<file path="src/rtl/rename_pkg.sv">
// Shared types and constants for the rename-stage free list.
// Contents: register-file geometry, free-list pointer widths, physical
// register ID type, free-list FSM state encoding and a full-test helper.
package rename_pkg;

  localparam int NUM_PREGS = 64;
  localparam int NUM_AREGS = 32;
  localparam int FL_DEPTH  = NUM_PREGS - NUM_AREGS;
  localparam int PREG_W    = $clog2(NUM_PREGS);
  localparam int IDX_W     = $clog2(FL_DEPTH);
  localparam int PTR_W     = IDX_W + 1;
  localparam int CNT_W     = $clog2(FL_DEPTH) + 1;

  typedef logic [PREG_W-1:0] preg_t;
  typedef logic [PTR_W-1:0]  ptr_t;

  typedef enum logic [1:0] {
    FL_INIT    = 2'd0,
    FL_RUN     = 2'd1,
    FL_RECOVER = 2'd2
  } fl_state_e;

  // Full: same slot index but the wrap bits disagree.
  function automatic logic ptr_full(input ptr_t tail, input ptr_t head);
    return (tail[IDX_W-1:0] == head[IDX_W-1:0]) && (tail[IDX_W] != head[IDX_W]);
  endfunction

endpackage

</file>
<file path="src/rtl/free_list_ctrl_if.sv">
// Rename/commit-side bundle for the free-list controller.
// master: rename + commit logic (drives requests, releases, flush).
// slave : the free-list controller (returns grant, preg ID and status).
interface free_list_ctrl_if;
  import rename_pkg::*;

  logic              alloc_req;
  logic              alloc_grant;
  preg_t             alloc_preg;
  logic              rel_valid;
  preg_t             rel_preg;
  logic              commit_alloc;
  logic              flush;
  logic              ready;
  logic [CNT_W-1:0]  free_count;
  logic              err;

  modport master (
    output alloc_req, rel_valid, rel_preg, commit_alloc, flush,
    input  alloc_grant, alloc_preg, ready, free_count, err
  );

  modport slave (
    input  alloc_req, rel_valid, rel_preg, commit_alloc, flush,
    output alloc_grant, alloc_preg, ready, free_count, err
  );

endinterface

</file>
<file path="src/rtl/free_list_ram.sv">
// Free-list storage: FL_DEPTH x PREG_W, one asynchronous read port and one
// synchronous write port. Contents are deliberately not reset; the
// controller refills every entry during its INIT phase.
// Ports: clk, we/waddr/wdata (write), raddr/rdata (read).
module free_list_ram
  import rename_pkg::*;
(
  input  logic             clk,
  input  logic             we,
  input  logic [IDX_W-1:0] waddr,
  input  preg_t            wdata,
  input  logic [IDX_W-1:0] raddr,
  output preg_t            rdata
);

  preg_t mem_r [FL_DEPTH];

  // Synchronous write port.
  always_ff @(posedge clk) begin
    if (we) begin
      mem_r[waddr] <= wdata;
    end
  end

  assign rdata = mem_r[raddr];

endmodule

</file>
<file path="src/rtl/free_list_ctrl.sv">
// R10000-style physical register free list.
// Hands out one free preg per cycle at rename, takes superseded pregs back
// at commit, and on flush rewinds the speculative head to the committed head.
// Ports: clk, rst (async, active-high), bus (free_list_ctrl_if.slave):
//   alloc_req/alloc_grant/alloc_preg, rel_valid/rel_preg, commit_alloc,
//   flush, ready, free_count, err.
module free_list_ctrl
  import rename_pkg::*;
(
  input  logic             clk,
  input  logic             rst,
  free_list_ctrl_if.slave  bus
);

  localparam ptr_t             PTR_ONE  = ptr_t'(1);
  localparam logic [IDX_W-1:0] IDX_ONE  = IDX_W'(1);
  localparam logic [IDX_W-1:0] IDX_LAST = IDX_W'(FL_DEPTH - 1);

  fl_state_e        state_r, state_nxt_s;
  ptr_t             head_r, head_nxt_s;
  ptr_t             commit_head_r, commit_head_nxt_s;
  ptr_t             tail_r, tail_nxt_s;
  logic [IDX_W-1:0] init_cnt_r, init_cnt_nxt_s;
  logic             err_r, err_nxt_s;

  logic             grant_s;
  logic             we_s;
  logic [IDX_W-1:0] waddr_s;
  preg_t            wdata_s;
  preg_t            rdata_s;
  ptr_t             free_count_s;

  free_list_ram u_ram (
    .clk   (clk),
    .we    (we_s),
    .waddr (waddr_s),
    .wdata (wdata_s),
    .raddr (head_r[IDX_W-1:0]),
    .rdata (rdata_s)
  );

  assign free_count_s = tail_r - head_r;

  // Next-state, pointer and write-port logic for the INIT/RUN/RECOVER FSM.
  always_comb begin
    state_nxt_s       = state_r;
    head_nxt_s        = head_r;
    commit_head_nxt_s = commit_head_r;
    tail_nxt_s        = tail_r;
    init_cnt_nxt_s    = init_cnt_r;
    err_nxt_s         = err_r;
    grant_s           = 1'b0;
    we_s              = 1'b0;
    waddr_s           = tail_r[IDX_W-1:0];
    wdata_s           = bus.rel_preg;

    case (state_r)
      FL_INIT: begin
        // Seed the list with pregs NUM_AREGS..NUM_PREGS-1.
        we_s           = 1'b1;
        waddr_s        = init_cnt_r;
        wdata_s        = preg_t'(NUM_AREGS) + preg_t'(init_cnt_r);
        init_cnt_nxt_s = init_cnt_r + IDX_ONE;
        tail_nxt_s     = tail_r + PTR_ONE;
        if (init_cnt_r == IDX_LAST) begin
          state_nxt_s = FL_RUN;
        end else begin
          state_nxt_s = FL_INIT;
        end
      end

      FL_RUN, FL_RECOVER: begin
        grant_s = (state_r == FL_RUN) && bus.alloc_req &&
                  (free_count_s != ptr_t'(0)) && !bus.flush;

        // Releases are older than any flush, so they are always honoured.
        if (bus.rel_valid) begin
          if (ptr_full(tail_r, head_r)) begin
            err_nxt_s = 1'b1;
          end else begin
            we_s       = 1'b1;
            tail_nxt_s = tail_r + PTR_ONE;
          end
        end else begin
          tail_nxt_s = tail_r;
        end

        if (bus.commit_alloc) begin
          if (commit_head_r == head_r) begin
            err_nxt_s = 1'b1;
          end else begin
            commit_head_nxt_s = commit_head_r + PTR_ONE;
          end
        end else begin
          commit_head_nxt_s = commit_head_r;
        end

        // Flush rewinds to the committed head including this cycle's commit.
        if ((state_r == FL_RUN) && bus.flush) begin
          head_nxt_s  = commit_head_nxt_s;
          state_nxt_s = FL_RECOVER;
        end else if (grant_s) begin
          head_nxt_s  = head_r + PTR_ONE;
          state_nxt_s = FL_RUN;
        end else begin
          head_nxt_s  = head_r;
          state_nxt_s = FL_RUN;
        end
      end

      default: begin
        state_nxt_s = FL_INIT;
      end
    endcase
  end

  // State and pointer registers; rst returns straight to INIT.
  always_ff @(posedge clk or posedge rst) begin
    if (rst) begin
      state_r       <= FL_INIT;
      head_r        <= ptr_t'(0);
      commit_head_r <= ptr_t'(0);
      tail_r        <= ptr_t'(0);
      init_cnt_r    <= IDX_W'(0);
      err_r         <= 1'b0;
    end else begin
      state_r       <= state_nxt_s;
      head_r        <= head_nxt_s;
      commit_head_r <= commit_head_nxt_s;
      tail_r        <= tail_nxt_s;
      init_cnt_r    <= init_cnt_nxt_s;
      err_r         <= err_nxt_s;
    end
  end

  assign bus.alloc_grant = grant_s;
  assign bus.alloc_preg  = grant_s ? rdata_s : {PREG_W{1'b0}};
  assign bus.ready       = (state_r == FL_RUN) || (state_r == FL_RECOVER);
  assign bus.free_count  = free_count_s;
  assign bus.err         = err_r;

endmodule

</file>
<file path="src/flat_wrapper.sv">
// flat-port wrapper written by rule: the top's interface ports become plain ports
module free_list_ctrl_flat import rename_pkg::*;
  (clk, rst, bus_alloc_req, bus_rel_valid, bus_rel_preg, bus_commit_alloc, bus_flush, bus_alloc_grant, bus_alloc_preg, bus_ready, bus_free_count, bus_err);
  free_list_ctrl_if bus_i ();
  input  logic clk;
  input  logic rst;
  input wire logic [$bits(bus_i.alloc_req)-1:0] bus_alloc_req;
  input wire logic [$bits(bus_i.rel_valid)-1:0] bus_rel_valid;
  input wire logic [$bits(bus_i.rel_preg)-1:0] bus_rel_preg;
  input wire logic [$bits(bus_i.commit_alloc)-1:0] bus_commit_alloc;
  input wire logic [$bits(bus_i.flush)-1:0] bus_flush;
  output wire logic [$bits(bus_i.alloc_grant)-1:0] bus_alloc_grant;
  output wire logic [$bits(bus_i.alloc_preg)-1:0] bus_alloc_preg;
  output wire logic [$bits(bus_i.ready)-1:0] bus_ready;
  output wire logic [$bits(bus_i.free_count)-1:0] bus_free_count;
  output wire logic [$bits(bus_i.err)-1:0] bus_err;
  assign bus_i.alloc_req = bus_alloc_req;
  assign bus_i.rel_valid = bus_rel_valid;
  assign bus_i.rel_preg = bus_rel_preg;
  assign bus_i.commit_alloc = bus_commit_alloc;
  assign bus_i.flush = bus_flush;
  assign bus_alloc_grant = bus_i.alloc_grant;
  assign bus_alloc_preg = bus_i.alloc_preg;
  assign bus_ready = bus_i.ready;
  assign bus_free_count = bus_i.free_count;
  assign bus_err = bus_i.err;
  free_list_ctrl u_core (.clk(clk), .rst(rst), .bus(bus_i));
endmodule
</file>
<file path="config.mk">
export PLATFORM = sky130hd
export DESIGN_NAME = free_list_ctrl_flat
export DESIGN_NICKNAME = d
export VERILOG_FILES = /design/src/rtl/rename_pkg.sv /design/src/rtl/free_list_ctrl_if.sv /design/src/rtl/free_list_ram.sv /design/src/rtl/free_list_ctrl.sv /design/src/flat_wrapper.sv
export SDC_FILE = /design/constraint.sdc
export NUM_CORES = 1
export LEC_CHECK = 0
export CORE_MARGIN = 3
export CORE_UTILIZATION = 47
export DETAILED_ROUTE_END_ITERATION = 10
export PLACE_DENSITY = 0.75
export SLEW_MARGIN = 0
export SYNTH_ARGS = -nofsm -noshare
export SYNTH_HDL_FRONTEND = slang
export SYNTH_HIERARCHICAL = 1
export SYNTH_SLANG_ARGS = --single-unit
export TNS_END_PERCENT = 50
</file>
<file path="constraint.sdc">
create_clock -name clk -period 2.9 [get_ports clk]
set_input_delay 0.435 -clock clk [delete_from_list [all_inputs] [get_ports clk]]
set_output_delay 0.435 -clock clk [all_outputs]
set_load 0.03 [all_outputs]
</file>
# Word level (Yosys, flattened, before mapping)
# Memories as Yosys holds them, arrays and structs flattened.
# Index checks and enable logic that the tools add are counted.
# word_totals
mem_count,1
ff_bits,26
in_bits,12
mem_bits_rw,192
output_inout_bits,15
wordCells,58
# memory_table
name,depth,width,rd,rd_ports_with_merged_regs,write_ports,line_no,text
u_core.u_ram.mem_r,32,6,1,0,1,free_list_ram.sv:16,preg_t mem_r [FL_DEPTH];
# classes
n_addsub,6
eq_ne,8
reduce_logical,14
n_mux,23
# op_table
operator,n
$mux W6,8
$add A6 B1 Y6 const B,3
$pmux W6 S2,1
$mux W1,10
$add A6 B5 Y6 const A,1
$eq A6 B6 Y1,1
$reduce_bool A6 Y1,1
$sub A6 B6 Y6,1
$add A5 B1 Y5 const B,1
$eq A5 B5 Y1,1
$eq A5 B5 Y1 const B,1
$logic_and A1 B1 Y1,5
$mux W5,1
$ne A2 B2 Y1 const B,2
$pmux W2 S2,1
$reduce_bool A2 Y1,2
$reduce_and A3 Y1,1
$eq A2 B1 Y1 const B,1
$eq A2 B2 Y1 const B,1
$logic_not A2 Y1,1
$mux W2,1
$pmux W1 S2,1
$reduce_and A2 Y1,1
$reduce_or A2 Y1,1
3 further kinds,3

# Logic depth before layout (Yosys ltp)
# Gate-level depths: netlist of the first run.
# depth
depth_word,7
mapped_depth,11
ltp_nobuf,10

# Hierarchy
# The synthesis of the first run kept the hierarchy.
# by_module_without_submodules
mod,area_each_um2,n_inst,cells_per_inst,seq_area_each_um2
free_list_ram,7469.7,1,317,5765.5
free_list_ctrl,1859.3,1,212,650.6

# Least setup slack after synthesis of the first run
# OpenSTA, ideal clock, no wires.
# synth_path
kind,reg2out
startpoint,register u_core.head_r[0]
endpoint,output bus_alloc_preg[5]
required_time_ns,2.465
path_buffers,1
path_slack_ns,-0.263
path_stages_with_launch,10
t_arrival_ns,2.728
cell_sequence,dfrtp_1 ha_1 fa_1 nand2b_1 a21oi_1 xor2_1 nor4_1 a21oi_2 buf_4 and3_1
# synth_between
elab_chain_cells,6
elab_cells_between_ends,7
cone_classes,add/sub (1); mux (2); reduce/logical (3); memory (1)
# synth_rtl
item,line_no,text
start: declaration,free_list_ctrl.sv:20,"ptr_t head_r, head_nxt_s;"
start signal: assignment,free_list_ctrl.sv:121,head_r <= ptr_t'(0);
start signal: assignment,free_list_ctrl.sv:128,head_r <= head_nxt_s;
$sub A6 B6 Y6,free_list_ctrl.sv:42,assign free_count_s = tail_r - head_r;
via bus_free_count[4],flat_wrapper.sv:15,output wire logic [$bits(bus_i.free_count)-1:0] bus_free_count;
$reduce_bool A6 Y1,free_list_ctrl.sv:74,(free_count_s != ptr_t'(0)) && !bus.flush;
$logic_and A1 B1 Y1,free_list_ctrl.sv:73,grant_s = (state_r == FL_RUN) && bus.alloc_req &&
$logic_and A1 B1 Y1,free_list_ctrl.sv:74,
$mux W1,free_list_ctrl.sv:57,case (state_r)
$mux W6,free_list_ctrl.sv:137,assign bus.alloc_preg = grant_s ? rdata_s : {PREG_W{1'b0}};
end: declaration,flat_wrapper.sv:13,output wire logic [$bits(bus_i.alloc_preg)-1:0] bus_alloc_preg;
# The timed path passes the listed nets, and every way through them passes these cells.

# Final worst setup path of the first run
# layout_path
startpoint,register u_core.head_r[0]
endpoint,output bus_alloc_preg[2]
# layout_between
elab_cells_between_ends,7
cone_classes,add/sub (1); mux (2); reduce/logical (3); memory (1)
# layout_rtl
item,line_no,text
$mem_v2 Z32 W6,--,
via u_core.rdata_s[2],free_list_ctrl.sv:30,preg_t rdata_s;
$mux W6,free_list_ctrl.sv:137,
# The timed path passes the listed nets, and every way through them passes these cells.

==> impl_metrics.yaml, run 1 <==
outcome:
  status: "finished, violations left"
  violations: "setup timing"
placed_design:
  dp.cells: 849
  io_buffer_count: 26
  dpl-instance-area_um2: 10300
  gp_congestion: 0.847
  hpwl_um: 12900
timing:
  fmax_mhz: 297
  fin_crit_sh_pct: 116
  drv_slew: 0
  rsz0062_at_grt: "yes"
  tightest_slew_ns: 0.862
  setup_viol_count_final: 8
  fin_hold_ws_ns: 0.423
  fin_ws_ns: -0.462
  fin_crit_ns: 3.36
  tns_ns: -3.24
  clock_skew_ns: 0.0144
  slew-limit-headroom_pct: 42.5
  hold_viol: 0
global_route:
  grt_overflow: 0
  grt_pass1_wl_um: 31500
  antenna_found_initial: 0
  grt.total_usage_pct: 18.7
  grt_pass1_vias: 5495
  grt_max_degree: 55
detailed_routing:
  vias_per_cell: 5.80
  wl_um: 20200
  drc: 0
  avgRoutedWirePerCell_um: 22.5
  drtPass1Iterations: 5
  ant_nets: 0
  vias: 5187
  first_iter_violations: 432
floorplanning:
  core_region_area_um2: 19100
  row_count: 50
  die_w_um: 147
  dieArea_um2: 21600
  chipHeight_um: 147
  num_io_pins: 27
  start_util_pct: 48.9
cts:
  cts_root_buffer: "clkbuf_16"
  clkSlewWorstSetupHoldPaths_ns: 0.06
  cts.sinks: 218
  htree_num_levels: 1
  cts_tree: "done"
  clkLatencyLatePin_ns: 0.51
  clockBufferDepth: 3
  cts_made_buffers: 22
logic_synthesis:
  async_flop_share_pct: 11.9
  yosys-top-cells-area: "edfxtp_1, mux4_2, dfrtp_1"
  synthTopCellsByCount: "edfxtp_1, mux4_2, nor2_1"
  yosys.cell_types.count: 50
  ys_seq_area_share_pct: 68.8
  ys_seq_elements: 218
  yosysTopAreaCell: "edfxtp_1"
  syn_nets: 555
  synth_edf_count: 192
  syn-cell-area_um2: 9330
  yosysWarnings: 6
  synth_most_common_cell: "edfxtp_1"
  synthCells: 529
  synth_ff_type: "edfxtp_1"
  syn_avg_cell_area_um2: 17.6
  synth_top_cell_area_share_pct: 61.8
worst_setup_path:
  worstPathMaxFanout: 6
  r2r_start: "u_core/state_r[0]$_DFF_PP0_"
  crit_slowest_cell: "mux4_2"
  arrival_ns: 2.93
  crit_chain: "buf_6 > clkbuf_16 > mux4_2 > mux4_2 > mux2_2 > and3_4 > buf_12"
  critPathLaunch: "u_core/head_r[0]$_DFFE_PP0P_"
  worstPathRequired_ns: 2.47
  rrSetupSlack_ns: 0.12
  crit_type: "flip-flop to output pin"
  cp_common_cell: "mux4_2"
  slowest_delay_ns: 0.53
  startpoint_type: "flip-flop"
  cp-end-kind: "output pin"
power_and_ir_drop:
  ir_drop_mv: 0.593
  power_density_nw_per_um2: 1150
  total_power_mw: 13.1
  leakagePower_nw: 3.95
cells_and_area:
  drive_above_1_share_pct: 34.3
  final_cells: 895
  multi_input_comb_area_um2: 2910
  final_area_um2: 11400
  area_growth_syn_to_layout_pct: 21.8
  diodes: 0
  regArea_um2: 6420
  final_nets: 647
  fillers: 1324
job:
  maxCapViolCount: 0
hold_path:
  hold_class: "primary input to async pin"
[routing by layer]
metal	vias up	track usage, %	share of wire [%]
li1	2258	-	-
met1	2690	25.2	41
met2	195	31.7	50
met3	44	3.89	6.2
met4	0	4.56	2.2
met5	-	0	0
[metrics by stage]
| stage | util, % | setup WS (ns) |
|---|---|---|
| 3_5_place_dp | 54.0 | -0.178 |
| 5_1_grt | 59.5 | -0.540 |
| 2_1_floorplan | - | 0.0144 |
| 6_report | 59.5 | -0.462 |
| 3_3_place_gp | 54.0 | -0.0674 |
| 4_1_cts | 58.8 | -0.479 |
[layout by cell type (no fill, tap or decap), drive strengths merged, types with 14 or more instances in the layout]
master	Yosys	layout
dfrtp	26	26
clkdlybuf4s50	0	14
nand2	18	18
xnor2	19	19
inv	23	23
edfxtp	192	192
nor2	49	49
mux4	60	60
buf	10	77
clkbuf	14	29
[final timing paths]
kind,to,cells after the start
setup / recovery,bus_alloc_preg[2],7
hold / removal,u_core/head_r[5]$_DFFE_PP0P_,2
setup reg to reg,u_core/u_ram/mem_r[11][4]$_DFFE_PP_,8
hold reg to reg,u_core/bus.err$_DFFE_PP0N_,1
max in group asynchronous,u_core/head_r[0]$_DFFE_PP0P_,2
min in group clk,u_core/bus.err$_DFFE_PP0N_,1
[where the power goes]
| group | internal [mW] | total, mW | leakage (nW) | switching, mW |
|---|---|---|---|---|
| clock | 1.78 | 2.91 | 0.359 | 1.13 |
| combinational | 2.42 | 5.49 | 1.55 | 3.07 |
| sequential | 4.47 | 4.69 | 2.04 | 0.225 |
[worst max-delay path: cells and delay by family, from the launching register on]
family,cells,cell delay [ns]
and+or+nand+nor,1,0.16
muxes,3,1.33
DFF,1,0.43
buffers and inverters,3,0.51
[flip-flops by register name, summed over array words and instances, names as in the netlist]
name,cells
u_core/bus.err,1
u_core/commit_head_r,6
u_core/head_r,6
u_core/init_cnt_r,5
u_core/state_r,2
u_core/tail_r,6
u_core/u_ram/mem_r,192
[area by class of cell]
| type | instances | area share [%] |
|---|---|---|
| clock buffers | 28 | 5.13 |
| clock inverters | 10 | 1.42 |
| inverters | 23 | 0.760 |
| multi-input cells | 264 | 25.6 |
| flip-flops and latches | 218 | 56.5 |
| well taps | 260 | 2.86 |
| repair buffers | 92 | 7.73 |
[logic make-up after synthesis]
group                    count (synthesis)  share of synthesized area, %
AO/OA/AOI/OAI                           37                          2.67
XOR/XNOR                                28                          2.63
adder cells (fa/ha/maj)                 14                          1.96
buffers and inverters                   47                          2.23
flip-flops                             218                          68.8
multiplexers                            70                          15.7
AND/OR/NAND/NOR                        115                          6.06
[what timing repair did]
action,CTS,global route
hold buffers,0,0
setup buffers,3,4
gates cloned,1,1
pin swaps,9,8
endpoints found under the setup margin,21,203
resized for setup,25,20
(Power assumes the default switching activity.)
==> run 2, diff against run 1 <==
==> constraint.sdc (replaced) <==
create_clock -name clk -period 2.7 [get_ports clk]
set_input_delay 0.405 -clock clk [delete_from_list [all_inputs] [get_ports clk]]
set_output_delay 0.405 -clock clk [all_outputs]
set_load 0.03 [all_outputs]
==> run 2 against run 1 <==
Compared with the run above:
- the flow still finishes with violations (setup timing)
- combinational power grew 16%
- setup slack worse by 0.18 ns
- clock-buffer cell count fell by 2
- critical path type unchanged
- critical endpoint is now bus_alloc_preg[0]
- largest cell class unchanged
- highest routed layer is now met5
==> impl_metrics.yaml, run 2 (same netlist as run 1, synthesis figures left out) <==
timing:
  drv_slew: 0
  setup_viol_count_final: 15
  fin_crit_ns: 3.34
  hold_viol: 0
  rsz0062_at_grt: "yes"
  tightest_slew_ns: 0.634
  clock_skew_ns: 0.0175
  slew-limit-headroom_pct: 57.7
  tns_ns: -5.27
  fmax_mhz: 299
  fin_hold_ws_ns: 0.275
  fin_crit_sh_pct: 124
  fin_ws_ns: -0.639
worst_setup_path:
  crit_type: "flip-flop to output pin"
  startpoint_type: "flip-flop"
  crit_slowest_cell: "dfrtp_4"
  slowest_delay_ns: 0.54
  arrival_ns: 2.93
  worstPathMaxFanout: 10
  r2r_start: "u_core/head_r[0]$_DFFE_PP0P_"
  crit_chain: "buf_4 > buf_16 > mux4_2 > mux4_2 > mux2_2 > and3_4 > buf_6"
  ff2ff_path_depth: 11
  worstPathRequired_ns: 2.30
  cp_common_cell: "mux4_2"
  r2r_end: "u_core/head_r[1]$_DFFE_PP0P_"
  cp-end-kind: "output pin"
  rrSetupSlack_ns: -0.15
global_route:
  grt.total_usage_pct: 19.3
  grt_overflow: 0
  grt_pass1_vias: 5337
  antenna_found_initial: 1
  grt_pass1_wl_um: 31800
  grt_max_degree: 33
cts:
  cts_root_buffer: "clkbuf_16"
  clkLatencyLatePin_ns: 0.50
  cts_made_buffers: 22
  cts.sinks: 218
  clockBufferDepth: 3
  htree_num_levels: 1
  cts_hold_buffers: 0
  clkSlewWorstSetupHoldPaths_ns: 0.07
  cts_tree: "done"
floorplanning:
  num_io_pins: 27
  row_count: 50
  dieArea_um2: 21600
  die_w_um: 147
  chipHeight_um: 147
  core_region_area_um2: 19100
  start_util_pct: 48.9
cells_and_area:
  regMostFlops: "u_core/u_ram/mem_r"
  final_nets: 660
  drive_above_1_share_pct: 38.1
  final_area_um2: 11600
  diodes: 0
  final_common_cell: "edfxtp_1"
  regArea_um2: 6420
  final_cells: 908
  final_util_pct: 60.6
  multi_input_comb_area_um2: 3030
  final_cell_mix: "edfxtp_1, buf_4, mux4_2"
  area_growth_syn_to_layout_pct: 23.9
  fillers: 1318
  largest_register_ffs: 192
placed_design:
  hpwl_um: 12900
  gp_congestion: 0.845
  io_buffer_count: 26
  dp.cells: 855
  preCtsSetupSlack_ns: -0.196
  dpl-instance-area_um2: 10500
detailed_routing:
  drc: 0
  ant_nets: 0
  wl_um: 21100
  drtPass1Iterations: 5
  first_iter_violations: 443
  vias_per_cell: 5.77
  vias: 5239
  avgRoutedWirePerCell_um: 23.3
power_and_ir_drop:
  ir_drop_mv: 0.890
  power_density_nw_per_um2: 1260
  total_power_mw: 14.5
  leakagePower_nw: 4.03
hold_path:
  hold_class: "primary input to async pin"
job:
  maxCapViolCount: 0
outcome:
  status: "finished, violations left"
  violations: "setup timing"
-- run 2: how the worst max path moves through the flow --
stage	startpoint	to	slack (ns)	cells past startpoint
6_report	u_core/head_r[0]$_DFFE_PP0P_	bus_alloc_preg[0]	-0.64	7
5_1_grt	u_core/head_r[0]$_DFFE_PP0P_	bus_alloc_preg[3]	-0.73	9
3_5_place_dp	u_core/head_r[0]$_DFFE_PP0P_	bus_alloc_preg[0]	-0.20	9
3_3_place_gp	u_core/head_r[0]$_DFFE_PP0P_	bus_alloc_preg[4]	-0.14	9
2_1_floorplan	u_core/head_r[0]$_DFFE_PP0P_	bus_alloc_preg[0]	0.03	9
4_1_cts	u_core/head_r[0]$_DFFE_PP0P_	bus_alloc_preg[0]	-0.67	7
-- run 2: worst max-delay path, delay by kind of cell, from the launching register on --
kind	cells	cell delay, ns
buf+inv	3	0.46
flops	1	0.54
mux	3	1.27
simple gates	1	0.16
-- run 2: final cells by class --
| type | count | area share (%) |
|---|---|---|
| Timing Repair Buffer | 105 | 8.26 |
| Sequential cell | 218 | 55.6 |
| Inverter | 23 | 0.747 |
| Clock buffer | 26 | 5.17 |
| Multi-Input combinational cell | 264 | 26.2 |
| Tap cell | 260 | 2.82 |
| Clock inverter | 12 | 1.21 |
-- run 2: report_power, final --
part	internal, mW	switching [mW]
registers	4.80	0.265
clock network	1.86	1.22
logic	2.82	3.54
total	9.49	5.02
-- run 2: what timing repair did --
item,CTS,global route
setup buffers,6,8
resized for setup,18,23
pin swaps,6,13
setup endpoints to repair,171,94
cloned,3,0
-- run 2: per-layer routing --
layer	vias up	track usage (%)	part of all wire [%]
li1	2292	-	-
met1	2658	26.9	41
met2	243	30.8	48
met3	44	4.35	8.4
met4	2	5.46	2.4
met5	-	0	0.052
==> run 3, diff against run 2 <==
==> constraint.sdc (replaced) <==
create_clock -name clk -period 2.8 [get_ports clk]
set_input_delay 0.42 -clock clk [delete_from_list [all_inputs] [get_ports clk]]
set_output_delay 0.42 -clock clk [all_outputs]
set_load 0.03 [all_outputs]
==> run 3 against run 2 <==
Compared with the run above:
- the run still ends with setup timing left
- combinational power fell by 9.4%
- final cell count rose by 0.22%
- clock-buffer cell count did not move
- clock power rose by 1%
- critical endpoint unchanged
==> impl_metrics.yaml, run 3 (same netlist as run 1, synthesis figures left out) <==
outcome:
  status: "finished, violations left"
  violations: "setup timing"
power_and_ir_drop:
  pwr-share-clk_pct: 22.7
  p_sw_mw: 4.66
  combinationalPowerShare_pct: 41.9
  total_power_mw: 13.8
  ir_drop_mv: 0.546
  p_int_mw: 9.10
  power_density_nw_per_um2: 1200
  power.share.sequential_pct: 35.4
  leakagePower_nw: 4.05
  switching_share_pct: 33.9
cells_and_area:
  regArea_um2: 6420
  multi_input_comb_area_um2: 2910
  regMostFlops: "u_core/u_ram/mem_r"
  drive_above_1_share_pct: 36.3
  final_util_pct: 60.3
  final_cells: 910
  final_nets: 660
  diodes: 0
  area_growth_syn_to_layout_pct: 23.4
  final_common_cell: "edfxtp_1"
  final_cell_mix: "edfxtp_1, buf_4, mux4_2"
  largest_register_ffs: 192
  fillers: 1321
timing:
  fmax_mhz: 299
  hold_viol: 0
  fin_ws_ns: -0.540
  rsz0062_at_grt: "yes"
  fin_crit_sh_pct: 119
  setup_viol_count_final: 7
  clock_skew_ns: 0.0131
  fin_hold_ws_ns: 0.257
  fin_crit_ns: 3.34
  drv_slew: 0
  slew-limit-headroom_pct: 56.5
  tns_ns: -3.50
  tightest_slew_ns: 0.653
worst_setup_path:
  worstPathMaxFanout: 6
  cp-end-kind: "output pin"
  ff2ff_path_depth: 11
  crit_slowest_cell: "mux4_2"
  arrival_ns: 2.92
  crit_chain: "buf_12 > buf_12 > mux4_2 > mux4_2 > mux2_4 > and3_4 > buf_6"
  slowest_delay_ns: 0.56
  worstPathRequired_ns: 2.38
  startpoint_type: "flip-flop"
  crit_type: "flip-flop to output pin"
cts:
  htree_num_levels: 1
  cts_tree: "done"
  cts_made_buffers: 23
  clockBufferDepth: 3
  clkSlewWorstSetupHoldPaths_ns: 0.06
  clkLatencyLatePin_ns: 0.51
  cts_root_buffer: "clkbuf_16"
  cts.sinks: 218
floorplanning:
  die_w_um: 147
  row_count: 50
  num_io_pins: 27
  chipHeight_um: 147
  dieArea_um2: 21600
  core_region_area_um2: 19100
  start_util_pct: 48.9
detailed_routing:
  first_iter_violations: 566
  avgRoutedWirePerCell_um: 22.9
  wl_um: 20900
  drc: 0
  ant_nets: 0
  vias_per_cell: 5.75
  drtPass1Iterations: 5
  vias: 5230
hold_path:
  hold_class: "primary input to async pin"
job:
  maxCapViolCount: 0
placed_design:
  io_buffer_count: 26
  hpwl_um: 13100
  gp_congestion: 0.785
  dp.cells: 862
global_route:
  grt_pass1_wl_um: 32200
  grt_pass1_vias: 5474
  antenna_found_initial: 0
  grt_overflow: 0
  grt_max_degree: 33
  grt.total_usage_pct: 19.4
[run 3: worst paths after layout]
| kind | start | to | slack, ns |
|---|---|---|---|
| setup / recovery | u_core/head_r[0]$_DFFE_PP0P_ | bus_alloc_preg[0] | -0.54 |
| hold / removal | rst | u_core/init_cnt_r[3]$_DFFE_PP0P_ | 0.26 |
| setup reg to reg | u_core/head_r[2]$_DFFE_PP0P_ | u_core/u_ram/mem_r[24][1]$_DFFE_PP_ | 0.08 |
| hold reg to reg | u_core/bus.err$_DFFE_PP0N_ | u_core/bus.err$_DFFE_PP0N_ | 0.46 |
| max in group asynchronous | rst | u_core/head_r[2]$_DFFE_PP0P_ | 1.92 |
| min in group clk | u_core/bus.err$_DFFE_PP0N_ | u_core/bus.err$_DFFE_PP0N_ | 0.46 |
[run 3: what timing repair did]
item / in CTS / in global routing
setup endpoints to repair: 17 / 148
gates resized for setup: 24 / 16
setup buffers: 4 / 1
gates cloned: 3 / 1
pin swaps: 4 / 6
hold buffers: 0 / 0
[run 3: layout make-up]
type                       count  share of cell area, %
clock buffer                  26                   5.10
clock inverter                15                   1.69
inverter                      23                  0.750
multi-input combinational    264                   25.3
sequential                   218                   55.8
tap                          260                   2.83
timing repair buffer         104                   8.58
[run 3: worst max-delay path, delay by kind of cell (launching register included)]
family | cells | cell delay (ns)
buffers and inverters | 3 | 0.43
flip-flops | 1 | 0.44
multiplexers | 3 | 1.37
AND/OR/NAND/NOR | 1 | 0.15
[run 3: metal layers]
metal  GRT usage [%]  wire (µm)
met1            27.8       8630
met2            31.4      10400
met4            4.75        476
met5               0          0
met3            3.42       1370
[run 3: power groups by stage]
stage / Combinational [mW] / Clock (mW) / Sequential, mW
2_1_floorplan: 3.24 / 0 / 4.90
3_5_place_dp: 5.20 / 0 / 4.91
5_1_grt: 6.15 / 3.30 / 4.92
3_3_place_gp: 5.04 / 0 / 4.88
6_report: 5.76 / 3.12 / 4.87
4_1_cts: 5.65 / 3.16 / 4.86
[run 3: metrics by stage]
step           area (µm²)  worst slack, ns
2_1_floorplan        9400          -0.0577
3_3_place_gp        10500           -0.184
3_5_place_dp        10500           -0.283
4_1_cts             11500           -0.598
5_1_grt             11500           -0.583
6_report            11500           -0.540
